$ cat src/rtl/key_pulse_gen.sv
// Push-button conditioner: synchronise, debounce and emit one-cycle press pulses on sw.
// Define KEY_AUTO_REPEAT_EN to add hold-to-repeat on the cursor keys (bits 0 and 3).
module key_pulse_gen #(
  parameter int N_KEYS          = 5,
  parameter int DEBOUNCE_CYCLES = 20000,
  parameter int CNT_W           = 15,
  parameter bit KEY_ACTIVE_LOW  = 1'b1,
  parameter int REPEAT_DELAY    = 500000,
  parameter int REPEAT_PERIOD   = 100000
) (
  input  logic              clk,
  input  logic              rst,
  input  logic [N_KEYS-1:0] key_raw,
  output logic [N_KEYS-1:0] sw,
  output logic [N_KEYS-1:0] key_level,
  output logic              busy
);

  localparam int MODE_KEY = 4;
  localparam logic [CNT_W-1:0]  CNT_LAST  = CNT_W'(DEBOUNCE_CYCLES - 1);
  localparam logic [N_KEYS-1:0] MODE_MASK = N_KEYS'(1) << MODE_KEY;

  if (N_KEYS <= MODE_KEY) begin : g_bad_keys
    $error("key_pulse_gen: N_KEYS must cover the MODE key at bit 4");
  end
  if (DEBOUNCE_CYCLES < 2 || DEBOUNCE_CYCLES >= (1 << CNT_W)) begin : g_bad_debounce
    $error("key_pulse_gen: DEBOUNCE_CYCLES must be >= 2 and fit in CNT_W bits");
  end
  if (REPEAT_DELAY < 1 || REPEAT_PERIOD < 1) begin : g_bad_repeat
    $error("key_pulse_gen: REPEAT_DELAY and REPEAT_PERIOD must be >= 1");
  end

  typedef enum logic {
    STABLE_IDLE = 1'b0,
    COUNTING    = 1'b1
  } state_t;

  logic [N_KEYS-1:0] key_in;
  logic [N_KEYS-1:0] sync_p0;
  logic [N_KEYS-1:0] sync_p1;

  state_t            state     [N_KEYS];
  state_t            state_nxt [N_KEYS];
  logic [CNT_W-1:0]  cnt       [N_KEYS];
  logic [CNT_W-1:0]  cnt_nxt   [N_KEYS];
  logic [N_KEYS-1:0] stable;
  logic [N_KEYS-1:0] stable_nxt;
  logic [N_KEYS-1:0] cnt_nz;

  logic [N_KEYS-1:0] stable_p1;
  logic [N_KEYS-1:0] rise;
  logic [N_KEYS-1:0] rise_p1;
  logic [N_KEYS-1:0] pulse_p1;

  // Fold pad polarity so everything downstream is active-high.
  assign key_in = KEY_ACTIVE_LOW ? ~key_raw : key_raw;

  // Stage p0/p1: two-flop synchroniser; sync_p1 is the synchronised level.
  always_ff @(posedge clk or negedge rst) begin
    if (!rst) begin
      sync_p0 <= '0;
      sync_p1 <= '0;
    end else begin
      sync_p0 <= key_in;
      sync_p1 <= sync_p0;
    end
  end

  // Debounce: per-key state, counter and accepted level.
  always_ff @(posedge clk or negedge rst) begin
    if (!rst) begin
      for (int i = 0; i < N_KEYS; i++) begin
        state[i] <= STABLE_IDLE;
        cnt[i]   <= '0;
      end
      stable <= '0;
    end else begin
      for (int i = 0; i < N_KEYS; i++) begin
        state[i] <= state_nxt[i];
        cnt[i]   <= cnt_nxt[i];
      end
      stable <= stable_nxt;
    end
  end

  always_comb begin
    stable_nxt = stable;
    cnt_nz     = '0;
    for (int i = 0; i < N_KEYS; i++) begin
      state_nxt[i] = state[i];
      cnt_nxt[i]   = cnt[i];
      cnt_nz[i]    = (cnt[i] != '0);
      case (state[i])
        STABLE_IDLE: begin
          if (sync_p1[i] != stable[i]) begin
            state_nxt[i] = COUNTING;
            cnt_nxt[i]   = CNT_W'(1);
          end
        end
        COUNTING: begin
          if (sync_p1[i] == stable[i]) begin
            // Input bounced back before the window closed: discard the attempt.
            state_nxt[i] = STABLE_IDLE;
            cnt_nxt[i]   = '0;
          end else if (cnt[i] == CNT_LAST) begin
            state_nxt[i]  = STABLE_IDLE;
            cnt_nxt[i]    = '0;
            stable_nxt[i] = sync_p1[i];
          end else begin
            cnt_nxt[i] = cnt[i] + CNT_W'(1);
          end
        end
        default: begin
          state_nxt[i] = STABLE_IDLE;
          cnt_nxt[i]   = '0;
        end
      endcase
    end
  end

  assign rise = stable & ~stable_p1;

  // Stage p1 (edge detect): press rises are captured; releases never pulse.
  always_ff @(posedge clk or negedge rst) begin
    if (!rst) begin
      stable_p1 <= '0;
      rise_p1   <= '0;
      busy      <= 1'b0;
    end else begin
      stable_p1 <= stable;
      rise_p1   <= rise;
      busy      <= |cnt_nz;
    end
  end

`ifdef KEY_AUTO_REPEAT_EN
  localparam int HOLD_MAX = (REPEAT_DELAY > REPEAT_PERIOD) ? REPEAT_DELAY : REPEAT_PERIOD;
  localparam int HOLD_W   = $clog2(HOLD_MAX + 1);
  localparam logic [HOLD_W-1:0] DELAY_LAST  = HOLD_W'(REPEAT_DELAY - 1);
  localparam logic [HOLD_W-1:0] PERIOD_LAST = HOLD_W'(REPEAT_PERIOD - 1);

  logic [N_KEYS-1:0] rep_p1;

  for (genvar i = 0; i < N_KEYS; i++) begin : g_rep
    if (i == 0 || i == 3) begin : g_cursor
      logic [HOLD_W-1:0] hold_cnt;
      logic              hold_on;
      logic              repeating;
      logic              rep;

      // Hold timer aligned with rise_p1 so repeats land exactly DELAY/PERIOD after the press pulse.
      always_ff @(posedge clk or negedge rst) begin
        if (!rst) begin
          hold_cnt  <= '0;
          hold_on   <= 1'b0;
          repeating <= 1'b0;
          rep       <= 1'b0;
        end else if (!stable[i]) begin
          hold_cnt  <= '0;
          hold_on   <= 1'b0;
          repeating <= 1'b0;
          rep       <= 1'b0;
        end else if (rise[i]) begin
          hold_cnt  <= '0;
          hold_on   <= 1'b1;
          repeating <= 1'b0;
          rep       <= 1'b0;
        end else if (hold_on) begin
          if (hold_cnt == (repeating ? PERIOD_LAST : DELAY_LAST)) begin
            hold_cnt  <= '0;
            repeating <= 1'b1;
            rep       <= 1'b1;
          end else begin
            hold_cnt <= hold_cnt + HOLD_W'(1);
            rep      <= 1'b0;
          end
        end else begin
          rep <= 1'b0;
        end
      end

      assign rep_p1[i] = rep;
    end else begin : g_none
      assign rep_p1[i] = 1'b0;
    end
  end

  assign pulse_p1 = rise_p1 | rep_p1;
`else
  assign pulse_p1 = rise_p1;
`endif

  // Stage p2 (output): MODE wins over any coincident pulse so a cursor move never hits the wrong mode.
  always_ff @(posedge clk or negedge rst) begin
    if (!rst) begin
      sw        <= '0;
      key_level <= '0;
    end else begin
      sw        <= pulse_p1[MODE_KEY] ? MODE_MASK : pulse_p1;
      key_level <= stable_p1;
    end
  end

endmodule

$ cat config.mk
export PLATFORM = sky130hd
export DESIGN_NAME = key_pulse_gen
export DESIGN_NICKNAME = d
export VERILOG_FILES = /design/src/rtl/key_pulse_gen.sv
export SDC_FILE = /design/constraint.sdc
export NUM_CORES = 1
export LEC_CHECK = 0
export ABC_AREA = 1
export BUFFER_PORTS_ARGS = -buffer_cell sky130_fd_sc_hd__clkbuf_2
export CAP_MARGIN = 20
export CORE_UTILIZATION = 40
export DETAILED_ROUTE_END_ITERATION = 10
export SLEW_MARGIN = 20
export SYNTH_ARGS = -nofsm -noshare
export SYNTH_HDL_FRONTEND = slang
export SYNTH_SLANG_ARGS = --single-unit
$ cat constraint.sdc
create_clock -name clk -period 1.3 [get_ports clk]
set_input_delay 0.065 -clock clk [delete_from_list [all_inputs] [get_ports clk]]
set_output_delay 0.065 -clock clk [all_outputs]
set_load 0.03 [all_outputs]
==> results of run 1 <==
timing repair:
item | in CTS | in global routing
gates resized for setup | 65 | 73
pin swaps | 35 | 52
buffers inserted | 14 | 19
hold buffers | 6 | 0
hold endpoints to repair | 121 | 0
endpoints found under the setup margin | 68 | 83
per-layer routing:
layer  global-route usage [%]  vias to the layer above  routed length (um)
met1                     27.0                     2795                7290
met3                     4.95                       23                 603
met4                     6.51                        0                 263
met2                     34.2                      119                8160
met5                        0                        -                   0
li1                         -                     3007                   -
worst max-delay path, delay by kind of cell, from the launching register on:
kind	cells	cell delay [ns]
AO/OA/AOI/OAI	1	0.06
buffers and inverters	2	0.21
AND/OR/NAND/NOR	5	0.43
adder cells (fa/ha/maj)	1	0.23
flip-flops	1	0.38
state kept, by name, indices dropped and copies added (netlist names):
name and count:
key_level 5, pulse_p1 5, sync_p1 5, cnt 75, sync_p0 5, stable_p1 5, sw 5, stable 5
state 5, busy 1
logic make-up after synthesis:
| group | after synthesis | synth area share, % |
|---|---|---|
| AOI/OAI and AO/OA | 73 | 6.63 |
| DFF | 116 | 44.7 |
| buffers and inverters | 136 | 8.12 |
| and+or+nand+nor | 476 | 35.9 |
| xor gates and xnor gates | 20 | 2.70 |
| adders and majority gates | 10 | 1.93 |
placed cells by master (no fill, tap or decap), types with 22 or more instances in the layout:
| cell type | count |
|---|---|
| nand2_2 | 34 |
| buf_4 | 116 |
| nand3_1 | 40 |
| nor2_1 | 76 |
| nand2_1 | 193 |
| dfrtp_1 | 115 |
| inv_1 | 107 |
| nor2_4 | 22 |
| o21ai_1 | 23 |
| nand3_2 | 25 |
| nand4_1 | 35 |
cell type report:
type / count / area, um2
clock buffers: 19 / 443
clock inverters: 13 / 183
fillers: 1432 / 6770
inverters: 135 / 544
multi-input cells: 579 / 3520
flip-flops and latches: 116 / 2900
well taps: 216 / 270
repair buffers: 154 / 1240
path summary, 6_finish.rpt:
kind / endpoint / slack, ns / cells after the start
min in group clk: sync_p0[2] / 0.32 / 3
worst max register to register: cnt[3] / -0.14 / 9
max in group asynchronous: cnt[20] / 0.67 / 3
worst min-delay path: sync_p1[1] / 0.14 / 2
worst max-delay path: cnt[3] / -0.14 / 9
worst min register to register: sync_p1[2] / 0.35 / 0
power by group:
part           internal (W)  total (W)  switching (W)  leakage (nW)
clock network       0.00325    0.00494        0.00169         0.295
logic              0.000446   0.000987       0.000541          2.47
registers           0.00370    0.00381       0.000103          1.56
stage by stage:
stage,setup slack [ns],TNS (ns)
2_1_floorplan,0.0291,0
3_3_place_gp,-0.110,-2.10
3_5_place_dp,-0.156,-3.92
4_1_cts,-0.125,-3.19
5_1_grt,-0.250,-11.05
6_report,-0.143,-5.04
==> flow_summary.ini, run 1 <==
[global_route]
grt_pass1_wl_um = 27100
grt_pass1_vias = 5773
grt.overflow.total = 0
gr-usage-all-layers_pct = 20.8
antenna_found_initial = 0
grt_max_degree = 28

[synth]
yosys.area.top_type = dfrtp_1
netlist_area_um2 = 6490
netlist_instances = 831
syn_nets = 848
yosysWarnings = 0
ys_seq_area_share_pct = 44.7
ys.flop_type = dfrtp_1
synth_common_cells = 215 x nand2_1, 116 x dfrtp_1, 114 x inv_1
synth_edf_count = 0
ys_ff_latch = 116
async_reset_ff_share_pct = 100
postSynthAreaPerCell_um2 = 7.81
yosysMostFrequentCell = nand2_1
ys_top_cells_by_area = dfrtp_1 45%, nand2_1 12%, inv_1 6.6%
synth_cell_types = 31
synth_top_area_share_pct = 44.7

[route]
postRouteAntennaNets = 0
drt_iter0_markers = 333
routed_wl_um = 16300
drc = 0
vias = 5944
vias_per_cell = 4.82
wl_per_cell_um = 13.2
drt_first_pass_iters = 5

[worst_setup_path]
start_kind = flop
r2r_start = cnt[1]
cp_cell_sequence = ha_2, nand2_2, inv_2, nand2_4, nor2_4, nand2_2, nand2_4, buf_4, o22ai_1
crit_start = cnt[1]
crit_slowest_cell = dfrtp_1
endpoint_kind = flop
arrival_ns = 1.75
cp.required_ns = 1.60
worst_path_largest_cell_delay_ns = 0.38
cp_max_fo = 7
path_class = reg -> reg

[placement]
hpwl_um = 11300
placed_cells = 1165
io_buffers = 17
placed_area_um2 = 7680
globalplace.congestion = 0.918

[clock_tree]
cts_max_level = 4
numCtsBuffers = 17
cts_buffer_depth = 2
tritoncts = built
path_clk_slew_ns = 0.06
clock-sinks = 116
clk_latency_ns = 0.42
cts_root_buffer = clkbuf_16

[sta]
fin_ws_ns = -0.143
finalSetupViolCount = 67
slew_viol_final = 0
period_needed_ns = 1.44
fin_skew_ns = 0.0112
maxSlewHeadroom_pct = 71.2
holdWs_ns = 0.140
rsz0062_at_grt = yes
fin_crit_sh_pct = 111
worstMarginPinSlew_ns = 0.431
hold_viol = 0
max_freq_mhz = 693

[run]
drv_cap = 0

[outcome]
violations = setup timing
status = finished with violations

[power]
p_per_area_nw_per_um2 = 1070
ir_worst_vdd_mv = 0.922
leakagePower_nw = 4.33
power_w = 0.00973

[die]
dieArea_um2 = 16700
die_y_um = 129
row_count = 46
pin_count = 18
core_region_area_um2 = 15900
initial_utilization_pct = 40.9
fp.dieW_um = 129

[min_path]
hold_class = in -> async

[cells_and_area]
final_cells = 1232
num_antenna_cells = 0
drive_gt1_share_pct = 35.4
nets = 1020
design_area_um2 = 9110
final_core_util_pct = 57.4
syn_to_final_growth_pct = 40.4
Note: power is estimated with default switching activity, not from simulation.
==> inputs of run 2 (changes only) <==
--- a/config.mk
+++ b/config.mk
@@ -5,9 +5,9 @@
 export SDC_FILE = /design/constraint.sdc
 export NUM_CORES = 1
 export LEC_CHECK = 0
-export ABC_AREA = 1
 export BUFFER_PORTS_ARGS = -buffer_cell sky130_fd_sc_hd__clkbuf_2
 export CAP_MARGIN = 20
+export CORE_MARGIN = 5
 export CORE_UTILIZATION = 40
 export DETAILED_ROUTE_END_ITERATION = 10
 export SLEW_MARGIN = 20
==> flow_summary.ini, run 2 <==
[sta]
max_freq_mhz = 530
worstMarginPinSlew_ns = 0.551
maxSlewHeadroom_pct = 63.2
hold_viol = 0
slew_viol_final = 0
fin_skew_ns = 0.00856
fin_ws_ns = -0.587
rsz0062_at_grt = yes
finalSetupViolCount = 84
fin_crit_sh_pct = 145
period_needed_ns = 1.89

[worst_setup_path]
cp-endpoint = busy
rr_worst_depth = 4
cp_max_fo = 2
cp.required_ns = 1.57
endpoint_kind = flop
start_kind = flop
arrival_ns = 2.16
crit_start = cnt[20]
r2r-end = busy
r2r_start = cnt[20]
r2r_slack_ns = -0.59
path_class = reg -> reg

[route]
drt_first_pass_iters = 6
drc = 0
wl_per_cell_um = 16.6
vias_per_cell = 5.56
postRouteAntennaNets = 0
vias = 5527
routed_wl_um = 16500
drt_iter0_markers = 390

[cells_and_area]
multi_input_area_um2 = 3260
regMostFlops = cnt
regArea_um2 = 2900
syn_to_final_growth_pct = 54.8
drive_gt1_share_pct = 47.3
num_antenna_cells = 0
nets = 821
final_cells = 994
final_common_cell = buf_4
final_cell_mix = 170 x buf_4, 116 x dfrtp_1, 57 x nand2_1
largest_reg_flops = 75
fillers = 1047

[synth]
synth_common_cells = 116 x dfrtp_1, 70 x nand2_1, 49 x a31oi_1
synth_top_area_share_pct = 51.2
ys_top_cells_by_area = dfrtp_1 51%, a31oi_1 5.4%, nand2_1 4.6%
yosysWarnings = 0
ys.flop_type = dfrtp_1
yosysMostFrequentCell = dfrtp_1
netlist_instances = 585
postSynthAreaPerCell_um2 = 9.68
synth_cell_types = 45
netlist_area_um2 = 5660
syn_nets = 602
synth_edf_count = 0
async_reset_ff_share_pct = 100
yosys.area.top_type = dfrtp_1
ys_seq_area_share_pct = 51.2
ys_ff_latch = 116

[global_route]
grt_max_degree = 42
grtUsageMet2_pct = 33.2
grt.overflow.total = 0
grt_pass1_wl_um = 26600
gr-usage-all-layers_pct = 20.0
grt_pass1_vias = 5657
grt.busiest_layer = met2
gr-usage-met3_pct = 4.40
antenna_found_initial = 0
met1_usage_pct = 24.9

[run]
drv_cap = 0

[clock_tree]
cts_root_buffer = clkbuf_16
cts_buffer_depth = 2
clk_latency_ns = 0.41
tritoncts = built
clock-sinks = 116
numCtsBuffers = 17
cts_max_level = 4
path_clk_slew_ns = 0.06

[outcome]
violations = setup timing
status = finished with violations

[placement]
dp_slack_ns = -0.711
hpwl_um = 10400
io_buffers = 17
globalplace.congestion = 0.895
placed_cells = 930

[die]
dieArea_um2 = 16600
row_count = 43
fp.dieW_um = 129
initial_utilization_pct = 40.8
pin_count = 18
core_region_area_um2 = 13900
die_y_um = 129

[power]
p_per_area_nw_per_um2 = 1030
ir_worst_vdd_mv = 0.879
leakagePower_nw = 4.02

[min_path]
hold_class = in -> async
[run 2: changes by cell type after synthesis, sizes merged, moves of 14 or more]
cell and delta:
and3 +14, inv -109, nor4 +14, nand2 -172, nor2 -84, nand3 -37, a31oi +49, o22ai -20
a21oi +24
[run 2: power breakdown]
| group | internal [W] | switching (W) |
|---|---|---|
| registers | 0.00370 | 0.0000752 |
| clock network | 0.00269 | 0.00159 |
| logic | 0.000463 | 0.000555 |
[run 2: worst min path at each step]
stage / cells after the start / from / slack [ns] / to
2_1_floorplan: 0 / rst / -0.23 / busy
3_3_place_gp: 1 / rst / 0.003 / cnt[25]
3_5_place_dp: 1 / rst / 0.006 / cnt[25]
4_1_cts: 2 / rst / 0.13 / cnt[25]
5_1_grt: 2 / rst / 0.15 / cnt[25]
6_report: 2 / rst / 0.11 / cnt[25]
[run 2: cells by family after synthesis]
| family | after synthesis | share of synthesized area, % |
|---|---|---|
| XOR/XNOR | 11 | 1.70 |
| adder cells (fa/ha/maj) | 10 | 2.21 |
| AO/OA/AOI/OAI | 135 | 14.5 |
| AND/OR/NAND/NOR | 254 | 24.4 |
| flip-flops | 116 | 51.2 |
| buffers and inverters | 49 | 4.11 |
| multiplexers | 10 | 1.88 |
[run 2: repair_timing]
| action | CTS | global route |
|---|---|---|
| endpoints found under the setup margin | 85 | 86 |
| gates cloned | 8 | 2 |
| buffers inserted | 12 | 12 |
| hold buffers | 6 | 0 |
| pin swaps | 51 | 39 |
| gates resized for setup | 91 | 64 |
| endpoints found under the hold margin | 121 | 0 |
[run 2: critical path, stage by stage (launching register included)]
cell and delay, ns:
dfrtp_1 0.39, or4_4 0.58, nor2_4 0.14, nand4_1 0.11
or4_1 0.54
[run 2: stage by stage]
| step | utilization, % | TNS [ns] | hold slack (ns) | power [W] | cell area [um2] |
|---|---|---|---|---|---|
| after CTS | 60.6 | -31.60 | 0.127 | 0.00902 | 8410 |
| after global placement | 52.6 | -39.39 | 0.00349 | 0.00457 | 7300 |
| after floorplan | - | -37.13 | -0.231 | 0.00418 | 5810 |
| after global routing | 63.2 | -38.37 | 0.150 | 0.00940 | 8770 |
| after detailed placement | 52.6 | -41.95 | 0.00569 | 0.00460 | 7300 |
| final | 63.2 | -32.93 | 0.115 | 0.00907 | 8770 |
[run 2: layout make-up]
type	instances	share of cell area, %
Tap cell	180	2.57
Clock inverter	4	0.257
Inverter	26	1.11
Multi-Input combinational cell	427	37.2
Clock buffer	25	5.88
Sequential cell	116	33.1
Timing Repair Buffer	216	19.9
[run 2: layer usage]
layer	part of all wire, %	routed length, um
met4	2.8	464
met2	50	8200
met1	44	7180
met5	0	0
met3	3.8	624
